File: src/rtl/fpu_arb_pkg.sv
// Shared state encoding, widths and round-robin helper for the FP-unit sharing arbiter.
package fpu_arb_pkg;

    localparam int FP_W    = 32;
    localparam int MAX_N   = 32;
    localparam int MAX_IDW = $clog2(MAX_N);

    typedef enum logic [2:0] {
        S_IDLE   = 3'd0,
        S_SEND_A = 3'd1,
        S_SEND_B = 3'd2,
        S_WAIT_Z = 3'd3,
        S_RESP   = 3'd4
    } state_t;

    // Scanning downwards lets the closest set bit after ptr overwrite any farther one.
    function automatic logic [MAX_IDW-1:0] rr_next(
        input logic [MAX_N-1:0] valid,
        input int               n,
        input int               ptr
    );
        logic [MAX_IDW-1:0] win;
        int idx;
        win = '0;
        for (int k = n; k >= 1; k--) begin
            idx = (ptr + k) % n;
            if (valid[idx[MAX_IDW-1:0]]) win = MAX_IDW'(idx);
        end
        return win;
    endfunction

endpackage

File: src/rtl/fpu_share_arbiter_picker.sv
// Combinational round-robin picker: first set request after ptr, wrapping; N must not exceed MAX_N.
module rr_picker
    import fpu_arb_pkg::*;
#(
    parameter  int N   = 4,
    localparam int IDW = $clog2(N)
) (
    input  logic [N-1:0]   valid,
    input  logic [IDW-1:0] ptr,
    output logic [IDW-1:0] winner,
    output logic           any
);

    assign winner = IDW'(rr_next(MAX_N'(valid), N, int'(ptr)));
    assign any    = |valid;

endmodule

File: src/rtl/fpu_share_arbiter.sv
// Round-robin arbiter sharing one stb/ack FP unit among N requesters, one operation in flight.
// Define FPU_ARB_STATS_EN to add stat_clr and saturating per-requester grant counters (grant_cnt).
module fpu_share_arbiter
    import fpu_arb_pkg::*;
#(
    parameter  int N     = 4,
`ifdef FPU_ARB_STATS_EN
    parameter  int CNT_W = 16,
`endif
    localparam int IDW   = $clog2(N)
) (
    input  logic                clk,
    input  logic                rst,
`ifdef FPU_ARB_STATS_EN
    input  logic                stat_clr,
    output logic [N*CNT_W-1:0]  grant_cnt,
`endif
    input  logic [N-1:0]        req_valid,
    input  logic [N*FP_W-1:0]   req_a,
    input  logic [N*FP_W-1:0]   req_b,
    output logic [N-1:0]        req_ready,
    output logic [N-1:0]        rsp_valid,
    output logic [FP_W-1:0]     rsp_data,
    input  logic [N-1:0]        rsp_ack,
    output logic [FP_W-1:0]     fu_a,
    output logic [FP_W-1:0]     fu_b,
    output logic                fu_a_stb,
    input  logic                fu_a_ack,
    output logic                fu_b_stb,
    input  logic                fu_b_ack,
    input  logic [FP_W-1:0]     fu_z,
    input  logic                fu_z_stb,
    output logic                fu_z_ack,
    output logic                busy,
    output logic [IDW-1:0]      grant_id
);

    state_t         state;
    logic [IDW-1:0] ptr;
    logic [IDW-1:0] pick;
    logic           pick_any;
    logic [FP_W-1:0] a_arr [N];
    logic [FP_W-1:0] b_arr [N];

    for (genvar i = 0; i < N; i++) begin : g_unpack
        assign a_arr[i] = req_a[i*FP_W +: FP_W];
        assign b_arr[i] = req_b[i*FP_W +: FP_W];
    end

    rr_picker #(.N(N)) u_picker (
        .valid  (req_valid),
        .ptr    (ptr),
        .winner (pick),
        .any    (pick_any)
    );

    // The pointer only advances once the response is consumed, so a finished requester drops to last place.
    always_ff @(posedge clk or negedge rst) begin
        if (!rst) begin
            state     <= S_IDLE;
            ptr       <= IDW'(N - 1);
            grant_id  <= '0;
            req_ready <= '0;
            rsp_valid <= '0;
            rsp_data  <= '0;
            fu_a      <= '0;
            fu_b      <= '0;
            fu_a_stb  <= 1'b0;
            fu_b_stb  <= 1'b0;
            fu_z_ack  <= 1'b0;
        end else begin
            req_ready <= '0;
            fu_z_ack  <= 1'b0;
            case (state)
                S_IDLE: begin
                    if (pick_any) begin
                        fu_a      <= a_arr[pick];
                        fu_b      <= b_arr[pick];
                        req_ready <= N'(1) << pick;
                        grant_id  <= pick;
                        fu_a_stb  <= 1'b1;
                        state     <= S_SEND_A;
                    end
                end
                S_SEND_A: begin
                    if (fu_a_ack) begin
                        fu_a_stb <= 1'b0;
                        fu_b_stb <= 1'b1;
                        state    <= S_SEND_B;
                    end
                end
                S_SEND_B: begin
                    if (fu_b_ack) begin
                        fu_b_stb <= 1'b0;
                        state    <= S_WAIT_Z;
                    end
                end
                S_WAIT_Z: begin
                    if (fu_z_stb) begin
                        rsp_data            <= fu_z;
                        fu_z_ack            <= 1'b1;
                        rsp_valid[grant_id] <= 1'b1;
                        state               <= S_RESP;
                    end
                end
                S_RESP: begin
                    if (rsp_ack[grant_id]) begin
                        rsp_valid <= '0;
                        ptr       <= grant_id;
                        state     <= S_IDLE;
                    end
                end
                default: state <= S_IDLE;
            endcase
        end
    end

    assign busy = (state != S_IDLE);

`ifdef FPU_ARB_STATS_EN
    logic [CNT_W-1:0] cnt [N];

    // Clear takes priority over a same-cycle grant; counters stick at all-ones.
    always_ff @(posedge clk or negedge rst) begin
        if (!rst) begin
            for (int i = 0; i < N; i++) cnt[i] <= '0;
        end else if (stat_clr) begin
            for (int i = 0; i < N; i++) cnt[i] <= '0;
        end else begin
            for (int i = 0; i < N; i++) begin
                if (req_ready[i] && (cnt[i] != '1)) cnt[i] <= cnt[i] + 1'b1;
            end
        end
    end

    for (genvar i = 0; i < N; i++) begin : g_cnt_out
        assign grant_cnt[i*CNT_W +: CNT_W] = cnt[i];
    end
`endif

endmodule

File: config.mk
export PLATFORM = sky130hd
export DESIGN_NAME = fpu_share_arbiter
export DESIGN_NICKNAME = d
export VERILOG_FILES = /design/src/rtl/fpu_arb_pkg.sv /design/src/rtl/fpu_share_arbiter_picker.sv /design/src/rtl/fpu_share_arbiter.sv
export SDC_FILE = /design/constraint.sdc
export NUM_CORES = 1
export LEC_CHECK = 0
export BUFFER_PORTS_ARGS = -buffer_cell sky130_fd_sc_hd__clkbuf_2
export CAP_MARGIN = 20
export CORE_AREA = 2 2 158 160
export DETAILED_ROUTE_END_ITERATION = 8
export DIE_AREA = 0 0 160 162
export PLACE_DENSITY = 0.66
export SLEW_MARGIN = 10
export SYNTH_ARGS = -nofsm -noshare
export SYNTH_HDL_FRONTEND = slang
export SYNTH_SLANG_ARGS = --single-unit
File: constraint.sdc
create_clock -name clk -period 4.16 [get_ports clk]
set_clock_uncertainty 0.05 [all_clocks]
set_input_delay 0.416 -clock clk [delete_from_list [all_inputs] [get_ports clk]]
set_output_delay 0.416 -clock clk [all_outputs]
set_load 0.1 [all_outputs]
==> summary.md <==
| Metric | Value |
|---|---|
| Clk slew on worst S/H paths | `60 ps` |
| Worst reg2reg path endpoint | `fu_b[27]` |
| Critical Path AT | `2990 ps` |
| P_sw | `6.39 mW` |
| DRT Wirelength | `26.7 mm` |
| Reg2reg path depth | `5` |
| Vias | `7353` |
| CP required | `4430 ps` |
| Least-Margin Pin Slew | `918 ps` |
| Hold Buf Count CTS | `1` |
| Die Area | `25900 um2` |
| DP Area | `9360 um2` |
| PwrDens | `1040 nW/um2` |
| Diodes inserted | `0` |
| R2r setup slk | `1440 ps` |
| Main combinational cell family by area after synthesis | `compound AO/OA/AOI/OAI gates` |
| Placed Cells | `1408` |
| Worst slew margin | `38.4%` |
| Clock Power Share | `14.6%` |
| Initial drt markers | `389` |
| Biggest fanout along the worst timing path | `37` |
| Switching share of power | `61.4%` |
| Die width | `160 um` |
| CTS sink count | `114` |
| EDFF count, synth | `0` |
| Mapped Avg Cell Area | `9.59 um2` |
| Final period util | `65.4%` |
| DRT Pass-1 Iters | `6` |
| Critical path class | `reg -> reg` |
| Vias in the first global route | `7279` |
| Area growth syn-to-layout | `40.4%` |
| Top FF cell, synth | `dfrtp_1` |
| Starting density of the core | `29.5%` |
| P_leak | `5.17 nW` |
| Hold path start | `fu_z[22]` |
| Post-synthesis cell count | `741` |
| Synth unique cells | `38` |
| Hpwl dp | `19.3 mm` |
| Endpoints failing hold | `0` |
| Post-DR wirelength/cell | `18.5 um` |
| CTS resizes | `0` |
| Worst reg2reg startpoint | `state[2]` |
| Synth Warn # | `0` |
| Complex-gate fraction of the synthesized area | `27.1%` |
| CTS root buf | `clkbuf_16` |
| DRC violations left | `0` |
| H-tree lvl count | `4` |
| Proportion of layout cells with a drive suffix above 1 | `47.1%` |
| Non-Filler Instances | `1441` |
| Post-route ant nets | `0` |
| CTS tree | `yes` |
| Synthesized Nets | `1042` |
| Fmax | `368 MHz` |
| Reg power frac | `19.0%` |
| Row Count | `57` |
| RePlAce Congestion | `0.806` |
| Worst hold path class | `in -> reg` |
| Mapped Area | `7100 um2` |
| Final Cell Area | `9970 um2` |
| Setup violators final | `0` |
| Fin nets | `1405` |
| Adder-Cell Fraction of Synth Area | `0%` |
| Initial antenna violation count | `0` |
| Outcome | `finished clean` |
| Largest net degree at the start of global routing | `114` |
| I/O pin count | `411` |
| Setup Buffers After CTS | `0` |
| Post-synthesis xor/xnor area fraction | `0%` |
| WHS Endpoint | `rsp_data[22]` |
| Max-Cap Viols | `0` |
| Port Buf Inserts | `410` |
| Crit path capture type | `flop` |
| Total CTS buffers | `17` |
| Vias per cell | `5.10` |
| Max Slew Vio Count | `0` |
| Logic pwr share | `66.3%` |
| First-pass GRT wire length | `40.7 mm` |
| Async set-reset flop share out of synthesis | `100%` |
| Final core occ | `41.4%` |
| Die height | `162 um` |
| Yosys reg bits | `114` |
| Std-Cell Core Area | `24100 um2` |
| Clock Tree Buf Depth | `2` |
| Hold path depth | `3` |
| Filler cells | `2452` |
| Simple-gate portion of the synthesized area | `17.4%` |
| Tmin final | `2720 ps` |
| Setup TNS Final | `0 ps` |
| Seq/Total Area, Yosys | `40.2%` |
| Gr usage total | `20.2%` |
| Total design power | `10.4 mW` |
| Skew-Pair Late Insertion Delay | `410 ps` |
| RSZ-0062 raised after global routing | `no` |
| Post-synthesis mux area share | `9.65%` |
| IR drop worst, VDD | `494 uV` |
| CP startpoint kind | `flop` |
| Cell Int Power | `4.02 mW` |
| GRT overflow | `0` |
==> registers in the layout, summed over array words and instances (netlist names) <==
register	flops
req_ready	4
fu_a	32
rsp_data	32
fu_z_ack	1
grant_id	2
fu_b_stb	1
state	3
rsp_valid	4
ptr	2
fu_a_stb	1
fu_b	32
==> worst max path at each step <==
stage	startpoint	end	slack, ps	cells past startpoint
floorplan	grant_id[0]	ptr[0]	1840	4
global placement	req_valid[1]	fu_b[22]	1370	6
detailed placement	req_valid[1]	fu_b[21]	1300	6
CTS	state[2]	fu_b[26]	1430	5
global route	state[2]	fu_b[26]	1280	5
finish	state[2]	fu_b[27]	1440	5
==> power by group through the flow <==
stage	Combinational, mW	Sequential (mW)	Clock, mW
CTS	6.94	1.98	1.57
floorplan	2.25	5.39	0
detailed placement	6.95	1.99	0
global route	7.23	2.05	1.63
global placement	6.88	1.98	0
finish	6.90	1.98	1.52
==> critical path, cell delays in order, from the launching register on <==
cell      delay, ps
dfrtp_1         460
or3_4           420
nand2b_4        340
nand3b_4        670
buf_12          410
o211ai_1        200
==> area by class of cell <==
class	instances	area (um2)	area share (%)
repair buffers	425	2220	22.3
flip-flops and latches	114	2860	28.6
multi-input cells	545	3880	38.9
inverters	1	3.75	0.0376
clock inverters	14	168	1.68
well taps	324	405	4.06
clock buffers	18	439	4.40
==> layer usage <==
metal  global-route usage [%]  wire [um]  vias up
li1                         -          -     3474
met1                     25.1      11000     3464
met2                     34.8      13300      383
met3                     4.75       1900       32
met4                     6.14        512        0
met5                        0          0        -
==> per-stage QoR <==
step / hold WS, ps / setup slack, ps
after global routing: 136 / 1280
after floorplan: 70.4 / 1840
after CTS: 120 / 1430
after global placement: 158 / 1370
after detailed placement: 158 / 1300
final: 140 / 1440
==> kinds of logic (layout without fill, tap and decap cells) <==
group                  Yosys count  after routing
multiplexers                    67             67
buffers and inverters           82            458
AND/OR/NAND/NOR                266            266
flip-flops                     114            114
AO/OA/AOI/OAI                  212            212
==> Yosys cell counts (2+ instances only) <==
master	number	area share (%)
nand2_1	169	8.9
dfrtp_1	112	39
o31ai_1	65	6.9
mux2i_1	64	9.0
nand4_1	64	5.6
clkbuf_1	51	2.7
a21bo_1	49	6.9
o211ai_2	38	6.7
o211ai_1	27	2.9
buf_2	19	1.3
nor2_1	17	0.90
a21bo_2	15	2.1
buf_6	8	1.3
o21ai_0	7	0.49
a21oi_1	4	0.28
buf_4	3	0.32
o21a_1	3	0.32
and2_1	2	0.18
dfstp_2	2	0.74
mux2_2	2	0.32
nand2b_1	2	0.18
nor2b_1	2	0.18
==> layout by cell type, fill, tap and decap left out, drive strengths merged, types with 8 or more instances in the layout <==
master,Yosys,routed
a21bo,64,64
buf,30,15
clkbuf,51,427
dfrtp,112,112
inv,0,8
mux2i,64,64
nand2,169,169
nand4,64,64
nor2,17,17
o211ai,65,65
o31ai,65,65
No activity file was read; power rests on OpenSTA's default activity.
